===== src/rtl/pipeline_stall_ctrl_pkg.sv =====
// Shared types and defaults for the pipeline stall/flush sequencer.
// Holds the FSM encoding and the bundle of strobes sent to the pipe registers.
package pipeline_stall_ctrl_pkg;

    localparam int MD_CYCLES_DEF = 32;
    localparam int CNT_W_DEF     = 16;

    typedef enum logic [1:0] {
        BOOT   = 2'd0,
        RUN    = 2'd1,
        MDBUSY = 2'd2
    } state_e;

    typedef struct packed {
        logic pc_we;
        logic ifid_we;
        logic idex_we;
        logic exmem_we;
        logic nop;
        logic ex_bubble;
        logic flush;
    } ctrl_t;

    localparam ctrl_t CTRL_FREEZE = '0;

    localparam ctrl_t CTRL_BOOT = '{
        pc_we: 1'b0, ifid_we: 1'b0, idex_we: 1'b1, exmem_we: 1'b1,
        nop: 1'b1, ex_bubble: 1'b1, flush: 1'b1
    };

    localparam ctrl_t CTRL_STALL = '{
        pc_we: 1'b0, ifid_we: 1'b0, idex_we: 1'b1, exmem_we: 1'b1,
        nop: 1'b1, ex_bubble: 1'b0, flush: 1'b0
    };

    localparam ctrl_t CTRL_GO = '{
        pc_we: 1'b1, ifid_we: 1'b1, idex_we: 1'b1, exmem_we: 1'b1,
        nop: 1'b0, ex_bubble: 1'b0, flush: 1'b0
    };

    localparam ctrl_t CTRL_MDHOLD = '{
        pc_we: 1'b0, ifid_we: 1'b0, idex_we: 1'b0, exmem_we: 1'b1,
        nop: 1'b0, ex_bubble: 1'b1, flush: 1'b0
    };

endpackage


===== src/rtl/pipeline_stall_ctrl_if.sv =====
// Request/strobe bundle between hazard unit, ID stage and the sequencer.
// master drives the requests, slave (the sequencer) drives the strobes.
interface pipeline_stall_ctrl_if
    import pipeline_stall_ctrl_pkg::*;
#(
    parameter int CNT_W = CNT_W_DEF
);
    logic             hzStall_in;
    logic             hzFlush_in;
    logic             mdStart_in;
    logic             dmemWait_in;
    logic             stallClr_in;
    logic             PCWrite_out;
    logic             IFIDWrite_out;
    logic             IDEXWrite_out;
    logic             EXMEMWrite_out;
    logic             NOP_out;
    logic             exBubble_out;
    logic             FLUSH_out;
    logic             mdBusy_out;
    logic [CNT_W-1:0] stallCnt_out;

    modport master (
        output hzStall_in, hzFlush_in, mdStart_in,
        output dmemWait_in, stallClr_in,
        input  PCWrite_out, IFIDWrite_out, IDEXWrite_out,
        input  EXMEMWrite_out, NOP_out, exBubble_out,
        input  FLUSH_out, mdBusy_out, stallCnt_out
    );

    modport slave (
        input  hzStall_in, hzFlush_in, mdStart_in,
        input  dmemWait_in, stallClr_in,
        output PCWrite_out, IFIDWrite_out, IDEXWrite_out,
        output EXMEMWrite_out, NOP_out, exBubble_out,
        output FLUSH_out, mdBusy_out, stallCnt_out
    );

endinterface


===== src/rtl/pipeline_stall_ctrl_sat_counter.sv =====
// Saturating up-counter with synchronous clear (clear beats increment).
module sat_counter #(
    parameter int CNT_W = 16
) (
    input  logic             clk_in,
    input  logic             reset_in,
    input  logic             inc,
    input  logic             clr,
    output logic [CNT_W-1:0] count
);

    logic [CNT_W-1:0] count_q;
    logic [CNT_W-1:0] count_d;

    always_comb begin
        count_d = count_q;
        if (clr) begin
            count_d = '0;
        end else if (inc && !(&count_q)) begin
            count_d = count_q + 1'b1;
        end
    end

    always_ff @(posedge clk_in or posedge reset_in) begin
        if (reset_in) begin
            count_q <= '0;
        end else begin
            count_q <= count_d;
        end
    end

    assign count = count_q;

endmodule


===== src/rtl/pipeline_stall_ctrl.sv =====
// Merges hazard stall/flush, mult/div occupancy and dmem wait into
// pipeline register enables, bubble and flush strobes.
module pipeline_stall_ctrl
    import pipeline_stall_ctrl_pkg::*;
#(
    parameter int MD_CYCLES = MD_CYCLES_DEF,
    parameter int CNT_W     = CNT_W_DEF
) (
    input logic                   clk_in,
    input logic                   reset_in,
    pipeline_stall_ctrl_if.slave  bus
);

    localparam int MDW = $clog2(MD_CYCLES);
    localparam logic [MDW-1:0] MD_LOAD = MDW'(MD_CYCLES - 2);

    state_e         state_q;
    state_e         state_d;
    logic [MDW-1:0] md_cnt_q;
    logic [MDW-1:0] md_cnt_d;
    ctrl_t          ctrl;
    logic           md_last;
    logic           stall_inc;

    assign md_last = (md_cnt_q == '0);

    always_ff @(posedge clk_in or posedge reset_in) begin
        if (reset_in) begin
            state_q  <= BOOT;
            md_cnt_q <= '0;
        end else begin
            state_q  <= state_d;
            md_cnt_q <= md_cnt_d;
        end
    end

    always_comb begin
        state_d  = state_q;
        md_cnt_d = md_cnt_q;
        unique case (state_q)
            BOOT: begin
                state_d = RUN;
            end
            RUN: begin
                if (!bus.dmemWait_in && !bus.hzStall_in &&
                    bus.mdStart_in) begin
                    state_d  = MDBUSY;
                    md_cnt_d = MD_LOAD;
                end
            end
            MDBUSY: begin
                if (!md_last) begin
                    md_cnt_d = md_cnt_q - 1'b1;
                end
                if (md_last && !bus.dmemWait_in) begin
                    state_d = RUN;
                end
            end
            default: begin
                state_d = BOOT;
            end
        endcase
    end

    // A dmem freeze overrides everything outside BOOT, including mult/div.
    always_comb begin
        ctrl = CTRL_FREEZE;
        unique case (state_q)
            BOOT: begin
                ctrl = CTRL_BOOT;
            end
            RUN: begin
                if (bus.dmemWait_in) begin
                    ctrl = CTRL_FREEZE;
                end else if (bus.hzStall_in) begin
                    ctrl = CTRL_STALL;
                end else begin
                    ctrl       = CTRL_GO;
                    ctrl.flush = bus.hzFlush_in;
                end
            end
            MDBUSY: begin
                if (bus.dmemWait_in) begin
                    ctrl = CTRL_FREEZE;
                end else if (md_last) begin
                    ctrl = CTRL_GO;
                end else begin
                    ctrl = CTRL_MDHOLD;
                end
            end
            default: begin
                ctrl = CTRL_FREEZE;
            end
        endcase
    end

    assign bus.PCWrite_out    = ctrl.pc_we;
    assign bus.IFIDWrite_out  = ctrl.ifid_we;
    assign bus.IDEXWrite_out  = ctrl.idex_we;
    assign bus.EXMEMWrite_out = ctrl.exmem_we;
    assign bus.NOP_out        = ctrl.nop;
    assign bus.exBubble_out   = ctrl.ex_bubble;
    assign bus.FLUSH_out      = ctrl.flush;
    assign bus.mdBusy_out     = (state_q == MDBUSY);

    assign stall_inc = (state_q != BOOT) && !ctrl.pc_we;

    sat_counter #(
        .CNT_W (CNT_W)
    ) u_stall_cnt (
        .clk_in   (clk_in),
        .reset_in (reset_in),
        .inc      (stall_inc),
        .clr      (bus.stallClr_in),
        .count    (bus.stallCnt_out)
    );

endmodule


===== src/flat_wrapper.sv =====
// flat-port wrapper written by rule: the top's interface ports become plain ports
module pipeline_stall_ctrl_flat import pipeline_stall_ctrl_pkg::*;
#(
    parameter int MD_CYCLES = MD_CYCLES_DEF,
    parameter int CNT_W     = CNT_W_DEF
)
  (clk_in, reset_in, bus_hzStall_in, bus_hzFlush_in, bus_mdStart_in, bus_dmemWait_in, bus_stallClr_in, bus_PCWrite_out, bus_IFIDWrite_out, bus_IDEXWrite_out, bus_EXMEMWrite_out, bus_NOP_out, bus_exBubble_out, bus_FLUSH_out, bus_mdBusy_out, bus_stallCnt_out);
  pipeline_stall_ctrl_if #(.CNT_W(CNT_W)) bus_i ();
  input logic clk_in;
  input logic reset_in;
  input wire logic [$bits(bus_i.hzStall_in)-1:0] bus_hzStall_in;
  input wire logic [$bits(bus_i.hzFlush_in)-1:0] bus_hzFlush_in;
  input wire logic [$bits(bus_i.mdStart_in)-1:0] bus_mdStart_in;
  input wire logic [$bits(bus_i.dmemWait_in)-1:0] bus_dmemWait_in;
  input wire logic [$bits(bus_i.stallClr_in)-1:0] bus_stallClr_in;
  output wire logic [$bits(bus_i.PCWrite_out)-1:0] bus_PCWrite_out;
  output wire logic [$bits(bus_i.IFIDWrite_out)-1:0] bus_IFIDWrite_out;
  output wire logic [$bits(bus_i.IDEXWrite_out)-1:0] bus_IDEXWrite_out;
  output wire logic [$bits(bus_i.EXMEMWrite_out)-1:0] bus_EXMEMWrite_out;
  output wire logic [$bits(bus_i.NOP_out)-1:0] bus_NOP_out;
  output wire logic [$bits(bus_i.exBubble_out)-1:0] bus_exBubble_out;
  output wire logic [$bits(bus_i.FLUSH_out)-1:0] bus_FLUSH_out;
  output wire logic [$bits(bus_i.mdBusy_out)-1:0] bus_mdBusy_out;
  output wire logic [$bits(bus_i.stallCnt_out)-1:0] bus_stallCnt_out;
  assign bus_i.hzStall_in = bus_hzStall_in;
  assign bus_i.hzFlush_in = bus_hzFlush_in;
  assign bus_i.mdStart_in = bus_mdStart_in;
  assign bus_i.dmemWait_in = bus_dmemWait_in;
  assign bus_i.stallClr_in = bus_stallClr_in;
  assign bus_PCWrite_out = bus_i.PCWrite_out;
  assign bus_IFIDWrite_out = bus_i.IFIDWrite_out;
  assign bus_IDEXWrite_out = bus_i.IDEXWrite_out;
  assign bus_EXMEMWrite_out = bus_i.EXMEMWrite_out;
  assign bus_NOP_out = bus_i.NOP_out;
  assign bus_exBubble_out = bus_i.exBubble_out;
  assign bus_FLUSH_out = bus_i.FLUSH_out;
  assign bus_mdBusy_out = bus_i.mdBusy_out;
  assign bus_stallCnt_out = bus_i.stallCnt_out;
  pipeline_stall_ctrl #(.MD_CYCLES(MD_CYCLES), .CNT_W(CNT_W)) u_core (.clk_in(clk_in), .reset_in(reset_in), .bus(bus_i));
endmodule

===== config.mk =====
export PLATFORM = sky130hd
export DESIGN_NAME = pipeline_stall_ctrl_flat
export DESIGN_NICKNAME = d
export VERILOG_FILES = /design/src/rtl/pipeline_stall_ctrl_pkg.sv /design/src/rtl/pipeline_stall_ctrl_if.sv /design/src/rtl/pipeline_stall_ctrl_sat_counter.sv /design/src/rtl/pipeline_stall_ctrl.sv /design/src/flat_wrapper.sv
export SDC_FILE = /design/constraint.sdc
export NUM_CORES = 1
export LEC_CHECK = 0
export ABC_AREA = 0
export CELL_PAD_IN_SITES_DETAIL_PLACEMENT = 0
export CELL_PAD_IN_SITES_GLOBAL_PLACEMENT = 1
export CORE_UTILIZATION = 42
export CTS_BUF_LIST = sky130_fd_sc_hd__clkbuf_8
export DETAILED_ROUTE_END_ITERATION = 10
export PLACE_DENSITY_LB_ADDON = 0.1
export RECOVER_POWER = 50
export SYNTH_ARGS = -nofsm -noshare
export SYNTH_HDL_FRONTEND = slang
export SYNTH_SLANG_ARGS = --single-unit

===== constraint.sdc =====
create_clock -name clk_in -period 6.4 [get_ports clk_in]
set_input_delay 0.64 -clock clk_in [delete_from_list [all_inputs] [get_ports clk_in]]
set_output_delay 0.64 -clock clk_in [all_outputs]
set_load 0.005 [all_outputs]

==> Implementation_results.wiki, run 1 <==
{| class="wikitable"
! Metric !! Value
|-
| Fraction of final layout cells with drive strength greater than 1 || 6.67%
|-
| Number of maximum-capacitance violations || 0
|-
| Met1 Resource Use GR || 23.0%
|-
| Seq cells post-synth || 23
|-
| Nature of the critical path endpoint || output pin
|-
| Net count, final || 210
|-
| RSZ-0062 raised after global routing || no
|-
| Total Die Area || 0.00372 mm^2
|-
| Number of buffer cells added on primary ports || 30
|-
| Vias in the first global route || 1219
|-
| Highest clock rate || 335 MHz
|-
| Highest net fanout along the worst path || 8
|-
| IO Pins || 31
|-
| Global route hottest layer || met2
|-
| Initial antenna violation count || 0
|-
| Largest net degree at the start of global routing || 24
|-
| Share of the cycle needed by the critical path after routing || 46.7%
|-
| CP Data Arrival Time || 2.35 ns
|-
| Post-route setup TNS || 0 ns
|-
| Wire length of the first global-routing pass || 5240 um
|-
| Total placed instance area || 0.00178 mm^2
|-
| Starting Density || 43.8%
|-
| Min Hold Slack || 0.529 ns
|-
| Antenna-violating nets left || 0
|-
| Status || finished clean
|-
| Cell Count, Final, Fillers Out || 241
|-
| Site Rows || 21
|-
| Crit start category || input pin
|-
| Core box area || 0.00334 mm^2
|-
| Number of DRC violations after detailed-routing iteration 0 || 93
|-
| GR Util All Layers || 18.4%
|-
| Measured slew at the worst slew-check pin || 0.991 ns
|-
| Synthesized cell area || 0.00146 mm^2
|-
| Count of endpoints failing setup in the final report || 0
|-
| Detail-routed net length per standard cell || 12.5 um
|-
| Clock Tree Root || sky130_fd_sc_hd__clkbuf_8
|-
| Number of cells upsized or downsized after cts || 0
|-
| Maximum count of clock buffers along a single path || 2
|-
| Nets in the synthesized netlist || 181
|-
| Average cell area after synthesis || 8.75 um^2
|-
| Critical Setup Path Class || input pin to output pin
|-
| Vias/cell || 5.51
|-
| Number of buffers created by CTS || 3
|-
| Number of vias after detailed routing || 1329
|-
| Clk pin slew, worst setup/hold paths || 0.09 ns
|-
| Number of synthesized flops with an enable pin || 0
|-
| GR Layer Usage met2 || 33.3%
|-
| Hold Crit Class || flip-flop to flip-flop
|-
| Latest clock arrival within the worst-skew pair || 0.26 ns
|-
| Leakage dissipation || 0.000765 uW
|-
| Congestion Overflow GR || 0
|-
| Area added between synthesis and finish || 25.3%
|-
| Area of all placed cells without fillers || 0.00183 mm^2
|-
| Required time worst endpoint || 5.76 ns
|-
| Unique masters post-synth || 43
|-
| Fin crit period || 2.99 ns
|-
| Final number of max-transition violations || 0
|-
| Instance count after placement with tap cells included || 237
|-
| Number of clock sinks seen by CTS || 23
|-
| Worst setup skew after layout || 0.00434 ns
|-
| Cts-stage hold buffer count || 0
|-
| Vert. Die Dim || 61.0 um
|-
| Number of instances in the synthesized netlist || 167
|-
| Post-DP HPWL || 2290 um
|-
| CTS H-tree lvls || 1
|-
| Main flop type after synthesis || sky130_fd_sc_hd__dfrtp_1
|-
| Async set-or-reset flop fraction in the synthesized netlist || 100%
|-
| Slew Limit Headroom || 33.5%
|-
| TritonRoute pass-1 iters || 4
|-
| Die X || 61.0 um
|-
| Met3 demand-to-capacity share in global routing || 2.56%
|-
| Placer congestion estimate || 0.840
|-
| Inserted Diodes || 0
|-
| Peak supply drop || 0.221 mV
|-
| Total routed wirelength || 3020 um
|-
| Buffers inserted during post-CTS setup optimization || 0
|-
| Power per cell area || 281 mW/mm^2
|-
| Number of hold-slack violations in the final timing report || 0
|-
| TritonCTS clock tree || done
|-
| DRC violation count after routing || 0
|-
| Post-synthesis sequential area ratio || 39.4%
|-
| Synth warnings || 0
|}
==> cell usage after synthesis, types with 2 or more instances <==
library cell	instances	area, um^2
sky130_fd_sc_hd__dfrtp_1	23	576
sky130_fd_sc_hd__nor2_1	18	67.6
sky130_fd_sc_hd__nand2_1	15	56.3
sky130_fd_sc_hd__a21oi_1	14	70.1
sky130_fd_sc_hd__inv_1	13	48.8
sky130_fd_sc_hd__nand3_1	8	40.0
sky130_fd_sc_hd__o21ai_0	8	40.0
sky130_fd_sc_hd__ha_1	7	87.6
sky130_fd_sc_hd__xor2_1	5	43.8
sky130_fd_sc_hd__and3_1	4	25.0
sky130_fd_sc_hd__nand4_1	4	25.0
sky130_fd_sc_hd__nor3_1	4	20.0
sky130_fd_sc_hd__o31ai_1	4	30.0
sky130_fd_sc_hd__nor2b_1	3	18.8
sky130_fd_sc_hd__or4_1	3	22.5
sky130_fd_sc_hd__a31oi_1	2	12.5
sky130_fd_sc_hd__and2_1	2	12.5
sky130_fd_sc_hd__clkbuf_1	2	7.51
sky130_fd_sc_hd__o2111ai_1	2	17.5
sky130_fd_sc_hd__or3_1	2	12.5
sky130_fd_sc_hd__or3_2	2	15.0
==> routing by layer <==
metal  share of wire, %  wire length, um
met4               0.66               20
met5                  0                0
met2                 50             1500
met1                 46             1390
met3                3.7              113
==> worst paths after layout <==
| path | slack (ns) | endpoint | cells after the start | start |
|---|---|---|---|---|
| max | 3.41 | bus_IFIDWrite_out | 4 | bus_dmemWait_in |
| min | 0.53 | u_core.md_cnt_q[0]$_DFFE_PP0P_ | 1 | u_core.md_cnt_q[0]$_DFFE_PP0P_ |
| max reg2reg | 3.97 | u_core.u_stall_cnt.count[15]$_DFFE_PP0P_ | 7 | u_core.state_q[1]$_DFFE_PP0P_ |
| min reg2reg | 0.53 | u_core.md_cnt_q[0]$_DFFE_PP0P_ | 1 | u_core.md_cnt_q[0]$_DFFE_PP0P_ |
| max in group asynchronous | 4.82 | u_core.u_stall_cnt.count[4]$_DFFE_PP0P_ | 2 | reset_in |
| min in group asynchronous | 1.01 | u_core.u_stall_cnt.count[14]$_DFFE_PP0P_ | 2 | reset_in |
==> layout by cell type (no fill, tap or decap), types with 2 or more instances in the layout <==
cell	instances
sky130_fd_sc_hd__dfrtp_1	23
sky130_fd_sc_hd__and2_1	2
sky130_fd_sc_hd__o21ai_0	8
sky130_fd_sc_hd__o2111ai_1	2
sky130_fd_sc_hd__nor2_1	18
sky130_fd_sc_hd__nor3_1	4
sky130_fd_sc_hd__nand2_1	15
sky130_fd_sc_hd__inv_1	13
sky130_fd_sc_hd__dlygate4sd3_1	13
sky130_fd_sc_hd__xor2_1	5
sky130_fd_sc_hd__a21oi_1	14
sky130_fd_sc_hd__or3_2	2
sky130_fd_sc_hd__or3_1	2
sky130_fd_sc_hd__a31oi_1	2
sky130_fd_sc_hd__clkdlybuf4s50_1	17
sky130_fd_sc_hd__and3_1	4
sky130_fd_sc_hd__nor2b_1	3
sky130_fd_sc_hd__nand4_1	4
sky130_fd_sc_hd__nand3_1	8
sky130_fd_sc_hd__clkbuf_8	3
sky130_fd_sc_hd__or4_1	3
sky130_fd_sc_hd__ha_1	7
sky130_fd_sc_hd__o31ai_1	4
==> kinds of logic (layout without fill, tap and decap cells) <==
group                      Yosys count  after routing  share of synthesized area, %
muxes                                2              2                          1.46
DFF                                 23             23                          39.4
AOI/OAI and AO/OA                   38             38                          17.6
xor gates and xnor gates             6              6                          3.60
adders and majority gates            7              7                          5.99
buffers and inverters               19             47                          5.74
and+or+nand+nor                     72             72                          26.2
==> where the power goes <==
| group | internal, uW | total [uW] | switching, uW |
|---|---|---|---|
| Clock | 43.4 | 90.9 | 47.5 |
| Combinational | 112 | 238 | 125 |
| Sequential | 164 | 185 | 21.1 |
| Total | 320 | 514 | 194 |
==> critical path, stage by stage <==
cell and delay (ns):
sky130_fd_sc_hd__dlygate4sd3_1 0.63, sky130_fd_sc_hd__nor2_1 0.25, sky130_fd_sc_hd__a21boi_0 0.27, sky130_fd_sc_hd__clkdlybuf4s50_1 0.55
==> per-stage QoR <==
stage	utilization [%]	total power (uW)	setup slack, ns
after floorplan	-	340	4.25
after global placement	53.5	427	3.51
after detailed placement	53.5	430	3.50
after CTS	54.9	525	3.38
after global routing	54.9	561	3.25
final	54.9	514	3.41
==> area by class of cell <==
| class | instances | area, um^2 |
|---|---|---|
| clock inverter | 1 | 5.00 |
| fill | 333 | 1510 |
| timing repair buffer | 30 | 300 |
| multi-input combinational | 125 | 802 |
| tap | 46 | 57.6 |
| clock buffer | 3 | 41.3 |
| inverter | 13 | 48.8 |
| sequential | 23 | 576 |
==> flip-flops by register name, indices dropped and copies added (netlist names) <==
| signal | cells |
|---|---|
| u_core.u_stall_cnt.count | 16 |
| u_core.md_cnt_q | 5 |
| u_core.state_q | 2 |
No activity file was read; power rests on OpenSTA's default activity.
==> inputs of run 2 (changes only) <==
--- a/config.mk
+++ b/config.mk
@@ -8,7 +8,7 @@
 export ABC_AREA = 0
 export CELL_PAD_IN_SITES_DETAIL_PLACEMENT = 0
 export CELL_PAD_IN_SITES_GLOBAL_PLACEMENT = 1
-export CORE_UTILIZATION = 42
+export CORE_UTILIZATION = 39
 export CTS_BUF_LIST = sky130_fd_sc_hd__clkbuf_8
 export DETAILED_ROUTE_END_ITERATION = 10
 export PLACE_DENSITY_LB_ADDON = 0.1
==> constraint.sdc (replaced) <==
create_clock -name clk_in -period 3.1 [get_ports clk_in]
set_input_delay 0.31 -clock clk_in [delete_from_list [all_inputs] [get_ports clk_in]]
set_output_delay 0.31 -clock clk_in [all_outputs]
set_load 0.005 [all_outputs]
==> run 2 against run 1 <==
Against the previous run: final cell count increased by 0.41%; combinational power up 110%; design area is 0.41% higher; core utilization fell by 1.9 points; power rose by 110%; sequential power is 110% higher; via count unchanged; die area increased by 7.4%; count of clock-buffer cells in the layout unchanged; hold slack improved by 0.016 ns.
==> Implementation_results.wiki, run 2 (synthesis gave the netlist of run 1 again) <==
{| class="wikitable"
! Metric !! Value
|-
| Crit start category || flip-flop
|-
| Measured slew at the worst slew-check pin || 1.05 ns
|-
| Share of the cycle needed by the critical path after routing || 88.2%
|-
| Site Rows || 21
|-
| Die X || 63.2 um
|-
| Top library cells by usage in the layout, fill and taps aside || 23 x sky130_fd_sc_hd__dfrtp_1, 18 x sky130_fd_sc_hd__nor2_1, 17 x sky130_fd_sc_hd__clkdlybuf4s50_1
|-
| Inserted Diodes || 0
|-
| Detail-routed net length per standard cell || 13.7 um
|-
| TritonRoute pass-1 iters || 4
|-
| Reg-to-Reg End || u_core.u_stall_cnt.count[13]$_DFFE_PP0P_
|-
| Clock Tree Root || sky130_fd_sc_hd__clkbuf_8
|-
| Area added between synthesis and finish || 25.8%
|-
| Power per cell area || 585 mW/mm^2
|-
| TritonCTS clock tree || done
|-
| Congestion Overflow GR || 0
|-
| Nature of the critical path endpoint || output pin
|-
| Number of cells upsized or downsized after cts || 0
|-
| Final number of max-transition violations || 0
|-
| Total Die Area || 0.00400 mm^2
|-
| Number of hold-slack violations in the final timing report || 0
|-
| RSZ-0062 raised after global routing || no
|-
| Status || finished clean
|-
| Number of clock sinks seen by CTS || 23
|-
| Leakage dissipation || 0.000773 uW
|-
| Met3 demand-to-capacity share in global routing || 3.62%
|-
| Fraction of final layout cells with drive strength greater than 1 || 7.14%
|-
| Slew Limit Headroom || 29.6%
|-
| Clk pin slew, worst setup/hold paths || 0.09 ns
|-
| Required time worst endpoint || 2.79 ns
|-
| Net count, final || 211
|-
| Capture point of the worst path || bus_IDEXWrite_out
|-
| IO Pins || 31
|-
| Number of DRC violations after detailed-routing iteration 0 || 73
|-
| Latest clock arrival within the worst-skew pair || 0.27 ns
|-
| Highest clock rate || 366 MHz
|-
| Core box area || 0.00347 mm^2
|-
| Number of flip-flops under the largest register name || 16
|-
| Worst R2R Setup Slack || 0.66 ns
|-
| Total routed wirelength || 3320 um
|-
| GR Layer Usage met2 || 30.6%
|-
| Met1 Resource Use GR || 24.5%
|-
| Most common cell after layout, fill and taps aside || sky130_fd_sc_hd__dfrtp_1
|-
| Initial antenna violation count || 0
|-
| Placer congestion estimate || 0.850
|-
| Peak supply drop || 0.355 mV
|-
| Highest net fanout along the worst path || 4
|-
| CP Data Arrival Time || 2.43 ns
|-
| Vias/cell || 5.49
|-
| Global route hottest layer || met2
|-
| Critical Path Start || u_core.md_cnt_q[0]$_DFFE_PP0P_
|-
| GR Util All Layers || 18.5%
|-
| Worst Reg2Reg Path Length in Cells || 5
|-
| Number of vias after detailed routing || 1329
|-
| Number of buffer cells added on primary ports || 30
|-
| Startpoint of the lowest-slack hold path || u_core.md_cnt_q[0]$_DFFE_PP0P_
|-
| Number of maximum-capacitance violations || 0
|-
| Post-route setup TNS || 0 ns
|-
| Critical Setup Path Class || flip-flop to output pin
|-
| Vias in the first global route || 1330
|-
| Count of endpoints failing setup in the final report || 0
|-
| Number of buffers created by CTS || 3
|-
| Post-DP HPWL || 2510 um
|-
| Cts-stage hold buffer count || 0
|-
| Antenna-violating nets left || 0
|-
| Wire length of the first global-routing pass || 5910 um
|-
| Buffers inserted during post-CTS setup optimization || 0
|-
| Worst setup skew after layout || 0.00902 ns
|-
| Maximum count of clock buffers along a single path || 2
|-
| Min Hold Slack || 0.545 ns
|-
| CTS H-tree lvls || 1
|-
| Origin of the critical flop-to-flop path || u_core.u_stall_cnt.count[8]$_DFFE_PP0P_
|-
| Vert. Die Dim || 63.2 um
|-
| Fin crit period || 2.74 ns
|-
| DRC violation count after routing || 0
|-
| Hold Crit Class || flip-flop to flip-flop
|-
| Starting Density || 42.1%
|-
| Largest net degree at the start of global routing || 24
|}
[run 2: changes by cell type in the layout (fill, tap and decap cells not counted), sizes merged]
cell / previous run / this run
buf: 0 / 1
[run 2: worst min path at each step]
| stage | end | slack [ns] | depth (start not counted) |
|---|---|---|---|
| after floorplan | u_core.md_cnt_q[0]$_DFFE_PP0P_ | 0.31 | 1 |
| after global placement | u_core.state_q[0]$_DFFE_PP0P_ | 0.51 | 2 |
| after detailed placement | u_core.md_cnt_q[0]$_DFFE_PP0P_ | 0.53 | 1 |
| after CTS | u_core.md_cnt_q[0]$_DFFE_PP0P_ | 0.54 | 1 |
| after global routing | u_core.md_cnt_q[0]$_DFFE_PP0P_ | 0.57 | 1 |
| final | u_core.md_cnt_q[0]$_DFFE_PP0P_ | 0.55 | 1 |
[run 2: per-stage QoR]
stage | std cells | utilization (%) | total power [uW] | setup WS, ns | area, um^2
final | 242 | 53.0 | 1080 | 0.365 | 1840
after global routing | 242 | 53.0 | 1170 | 0.151 | 1840
after CTS | 242 | 53.0 | 1090 | 0.372 | 1840
after detailed placement | 238 | 51.7 | 898 | 0.547 | 1790
after global placement | 238 | 51.7 | 881 | 0.616 | 1790
after floorplan | 167 | - | 703 | 1.04 | 1460
[run 2: final cells by class]
| class | count | area [um^2] |
|---|---|---|
| Multi-Input combinational cell | 125 | 802 |
| Timing Repair Buffer | 31 | 308 |
| Tap cell | 46 | 57.6 |
| Clock buffer | 3 | 41.3 |
| Inverter | 13 | 48.8 |
| Clock inverter | 1 | 5.00 |
| Sequential cell | 23 | 576 |
| Fill cell | 335 | 1630 |
[run 2: critical path, cell delays in order (launching register included)]
cell and delay [ns]:
sky130_fd_sc_hd__dfrtp_1 0.42, sky130_fd_sc_hd__inv_1 0.09, sky130_fd_sc_hd__ha_1 0.16, sky130_fd_sc_hd__nor4b_2 0.42
sky130_fd_sc_hd__nand2_1 0.19, sky130_fd_sc_hd__a21oi_1 0.20, sky130_fd_sc_hd__nor2_1 0.05, sky130_fd_sc_hd__nor2_1 0.11
sky130_fd_sc_hd__clkdlybuf4s50_1 0.51
[run 2: report_power, final]
group	switching (uW)	total (uW)	internal, uW
Clock	96.2	186	89.8
Sequential	44.8	384	339
Combinational	272	506	234
Total	413	1080	662
[run 2: layer usage]
layer / routed length (um) / share of wire (%)
met1: 1610 / 49
met2: 1480 / 45
met3: 199 / 6.0
met4: 27 / 0.81
met5: 0 / 0
==> inputs of run 3 (changes only) <==
--- a/config.mk
+++ b/config.mk
@@ -11,7 +11,7 @@
 export CORE_UTILIZATION = 39
 export CTS_BUF_LIST = sky130_fd_sc_hd__clkbuf_8
 export DETAILED_ROUTE_END_ITERATION = 10
-export PLACE_DENSITY_LB_ADDON = 0.1
+export PLACE_DENSITY = 0.87
 export RECOVER_POWER = 50
 export SYNTH_ARGS = -nofsm -noshare
 export SYNTH_HDL_FRONTEND = slang
==> run 3 against run 2 <==
Against the previous run: clock power hardly changed; power is 1.7% lower; register-to-register slack better by 0.03 ns; final cell count stayed put; combinational power is 3% lower; clock skew is 0.0030 ns higher.
==> Implementation_results.wiki, run 3 (synthesis gave the netlist of run 1 again) <==
{| class="wikitable"
! Metric !! Value
|-
| Sw Ratio || 37.4%
|-
| Core box area || 0.00347 mm^2
|-
| Total placed instance area || 0.00179 mm^2
|-
| Inserted Diodes || 0
|-
| Area of all placed cells without fillers || 0.00184 mm^2
|-
| Latest clock arrival within the worst-skew pair || 0.26 ns
|-
| Number of flip-flops under the largest register name || 16
|-
| Clock Tree Root || sky130_fd_sc_hd__clkbuf_8
|-
| Nature of the critical path endpoint || output pin
|-
| Post-route setup TNS || 0 ns
|-
| Maximum count of clock buffers along a single path || 2
|-
| Antenna-violating nets left || 0
|-
| Number of vias after detailed routing || 1295
|-
| Cell internal power dissipation || 662 uW
|-
| GR Util All Layers || 16.0%
|-
| Highest clock rate || 366 MHz
|-
| Power per cell area || 575 mW/mm^2
|-
| Critical path's slowest cell || sky130_fd_sc_hd__clkdlybuf4s50_1
|-
| Die X || 63.2 um
|-
| TritonCTS clock tree || done
|-
| Share of power burned in registers || 36.1%
|-
| Number of clock sinks seen by CTS || 23
|-
| Measured slew at the worst slew-check pin || 1.03 ns
|-
| CP Data Arrival Time || 2.42 ns
|-
| Final number of max-transition violations || 0
|-
| Combinational group share of total power || 46.5%
|-
| CTS H-tree lvls || 1
|-
| Clk pin slew, worst setup/hold paths || 0.08 ns
|-
| Worst setup skew after layout || 0.0120 ns
|-
| Required time worst endpoint || 2.79 ns
|-
| Biggest cell delay along the critical path || 0.58 ns
|-
| Critical Path, Cell by Cell || inv_1 > ha_1 > nor4b_2 > nand2_1 > a21boi_0 > clkdlybuf4s50_1
|-
| Vias in the first global route || 1182
|-
| Number of maximum-capacitance violations || 0
|-
| Placer congestion estimate || 0.930
|-
| Buffers inserted during post-CTS setup optimization || 0
|-
| Cts-stage hold buffer count || 0
|-
| Number of buffer cells added on primary ports || 30
|-
| Total Die Area || 0.00400 mm^2
|-
| Peak supply drop || 0.318 mV
|-
| Critical Setup Path Class || flip-flop to output pin
|-
| Sw power || 396 uW
|-
| Count of endpoints failing setup in the final report || 0
|-
| Status || finished clean
|-
| Number of buffers created by CTS || 3
|-
| Crit start category || flip-flop
|-
| Largest net degree at the start of global routing || 24
|-
| Post-DP HPWL || 2300 um
|-
| Congestion Overflow GR || 0
|-
| Highest net fanout along the worst path || 4
|-
| DRC violation count after routing || 0
|-
| Clk network pwr share || 17.4%
|-
| Total routed wirelength || 3040 um
|-
| Fraction of final layout cells with drive strength greater than 1 || 7.14%
|-
| Most common cell after layout, fill and taps aside || sky130_fd_sc_hd__dfrtp_1
|-
| Vias/cell || 5.35
|-
| Number of cells upsized or downsized after cts || 0
|-
| RSZ-0062 raised after global routing || no
|-
| Initial antenna violation count || 0
|-
| Net count, final || 211
|-
| Wire length of the first global-routing pass || 5230 um
|-
| IO Pins || 31
|-
| Hold Crit Class || flip-flop to flip-flop
|-
| Area added between synthesis and finish || 25.8%
|-
| Site Rows || 21
|-
| Starting Density || 42.1%
|-
| Top library cells by usage in the layout, fill and taps aside || 23 x sky130_fd_sc_hd__dfrtp_1, 18 x sky130_fd_sc_hd__nor2_1, 17 x sky130_fd_sc_hd__clkdlybuf4s50_1
|-
| Share of the cycle needed by the critical path after routing || 88.1%
|-
| Number of hold-slack violations in the final timing report || 0
|-
| Detail-routed net length per standard cell || 12.5 um
|-
| Slew Limit Headroom || 31.2%
|-
| Leakage dissipation || 0.000774 uW
|-
| Number of DRC violations after detailed-routing iteration 0 || 81
|-
| Total buffers and inverters traversed by the critical path || 2
|-
| Fin crit period || 2.73 ns
|-
| Vert. Die Dim || 63.2 um
|-
| TritonRoute pass-1 iters || 4
|-
| Kind of cell with the highest combined delay on the critical path || buffers and inverters
|}
==> run 3: worst paths after layout <==
kind                                           startpoint                                        to  slack (ns)  cells past startpoint
max                        u_core.md_cnt_q[0]$_DFFE_PP0P_                         bus_IFIDWrite_out        0.37                      6
min                        u_core.md_cnt_q[0]$_DFFE_PP0P_            u_core.md_cnt_q[0]$_DFFE_PP0P_        0.54                      1
max reg2reg                 u_core.state_q[1]$_DFFE_PP0P_  u_core.u_stall_cnt.count[15]$_DFFE_PP0P_        0.69                      7
min reg2reg                u_core.md_cnt_q[0]$_DFFE_PP0P_            u_core.md_cnt_q[0]$_DFFE_PP0P_        0.54                      1
max in group asynchronous                        reset_in             u_core.state_q[1]$_DFFE_PP0P_        1.92                      2
min in group asynchronous                        reset_in  u_core.u_stall_cnt.count[11]$_DFFE_PP0P_        0.65                      2
==> run 3: layer usage <==
| layer | wire length (um) | track usage (%) | part of all wire [%] |
|---|---|---|---|
| met1 | 1540 | 22.9 | 51 |
| met2 | 1340 | 25.0 | 44 |
| met3 | 129 | 1.63 | 4.2 |
| met4 | 33 | 5.68 | 1.1 |
| met5 | 0 | 0 | 0 |
==> run 3: stage by stage <==
stage | cells | worst slack (ns) | power [uW] | hold WS [ns] | utilization (%)
floorplan | 167 | 1.04 | 703 | 0.312 | -
global placement | 238 | 0.606 | 877 | 0.512 | 51.7
detailed placement | 238 | 0.562 | 881 | 0.526 | 51.7
CTS | 242 | 0.352 | 1070 | 0.535 | 53.0
global route | 242 | 0.102 | 1150 | 0.556 | 53.0
finish | 242 | 0.369 | 1060 | 0.538 | 53.0
==> run 3: final cells by class <==
type                            instances  area (um^2)
Timing Repair Buffer                   31          308
Inverter                               13         48.8
Multi-Input combinational cell        125          802
Fill cell                             335         1630
Clock buffer                            3         41.3
Sequential cell                        23          576
Tap cell                               46         57.6
Clock inverter                          1         5.00
==> run 3: worst reg2reg max path: stages (launching register included) <==
cell	delay, ns
sky130_fd_sc_hd__dfrtp_1	0.40
sky130_fd_sc_hd__inv_1	0.08
sky130_fd_sc_hd__ha_1	0.25
sky130_fd_sc_hd__nor4b_1	0.20
sky130_fd_sc_hd__a311oi_4	0.42
sky130_fd_sc_hd__o31ai_2	0.32
sky130_fd_sc_hd__or4_1	0.54
sky130_fd_sc_hd__a21oi_1	0.15
==> run 3: power by group through the flow <==
stage / logic, uW / registers, uW / clock network (uW)
3_3_place_gp: 491 / 385 / 0
6_report: 492 / 382 / 184
4_1_cts: 499 / 382 / 188
3_5_place_dp: 493 / 388 / 0
2_1_floorplan: 322 / 380 / 0
5_1_grt: 553 / 391 / 202
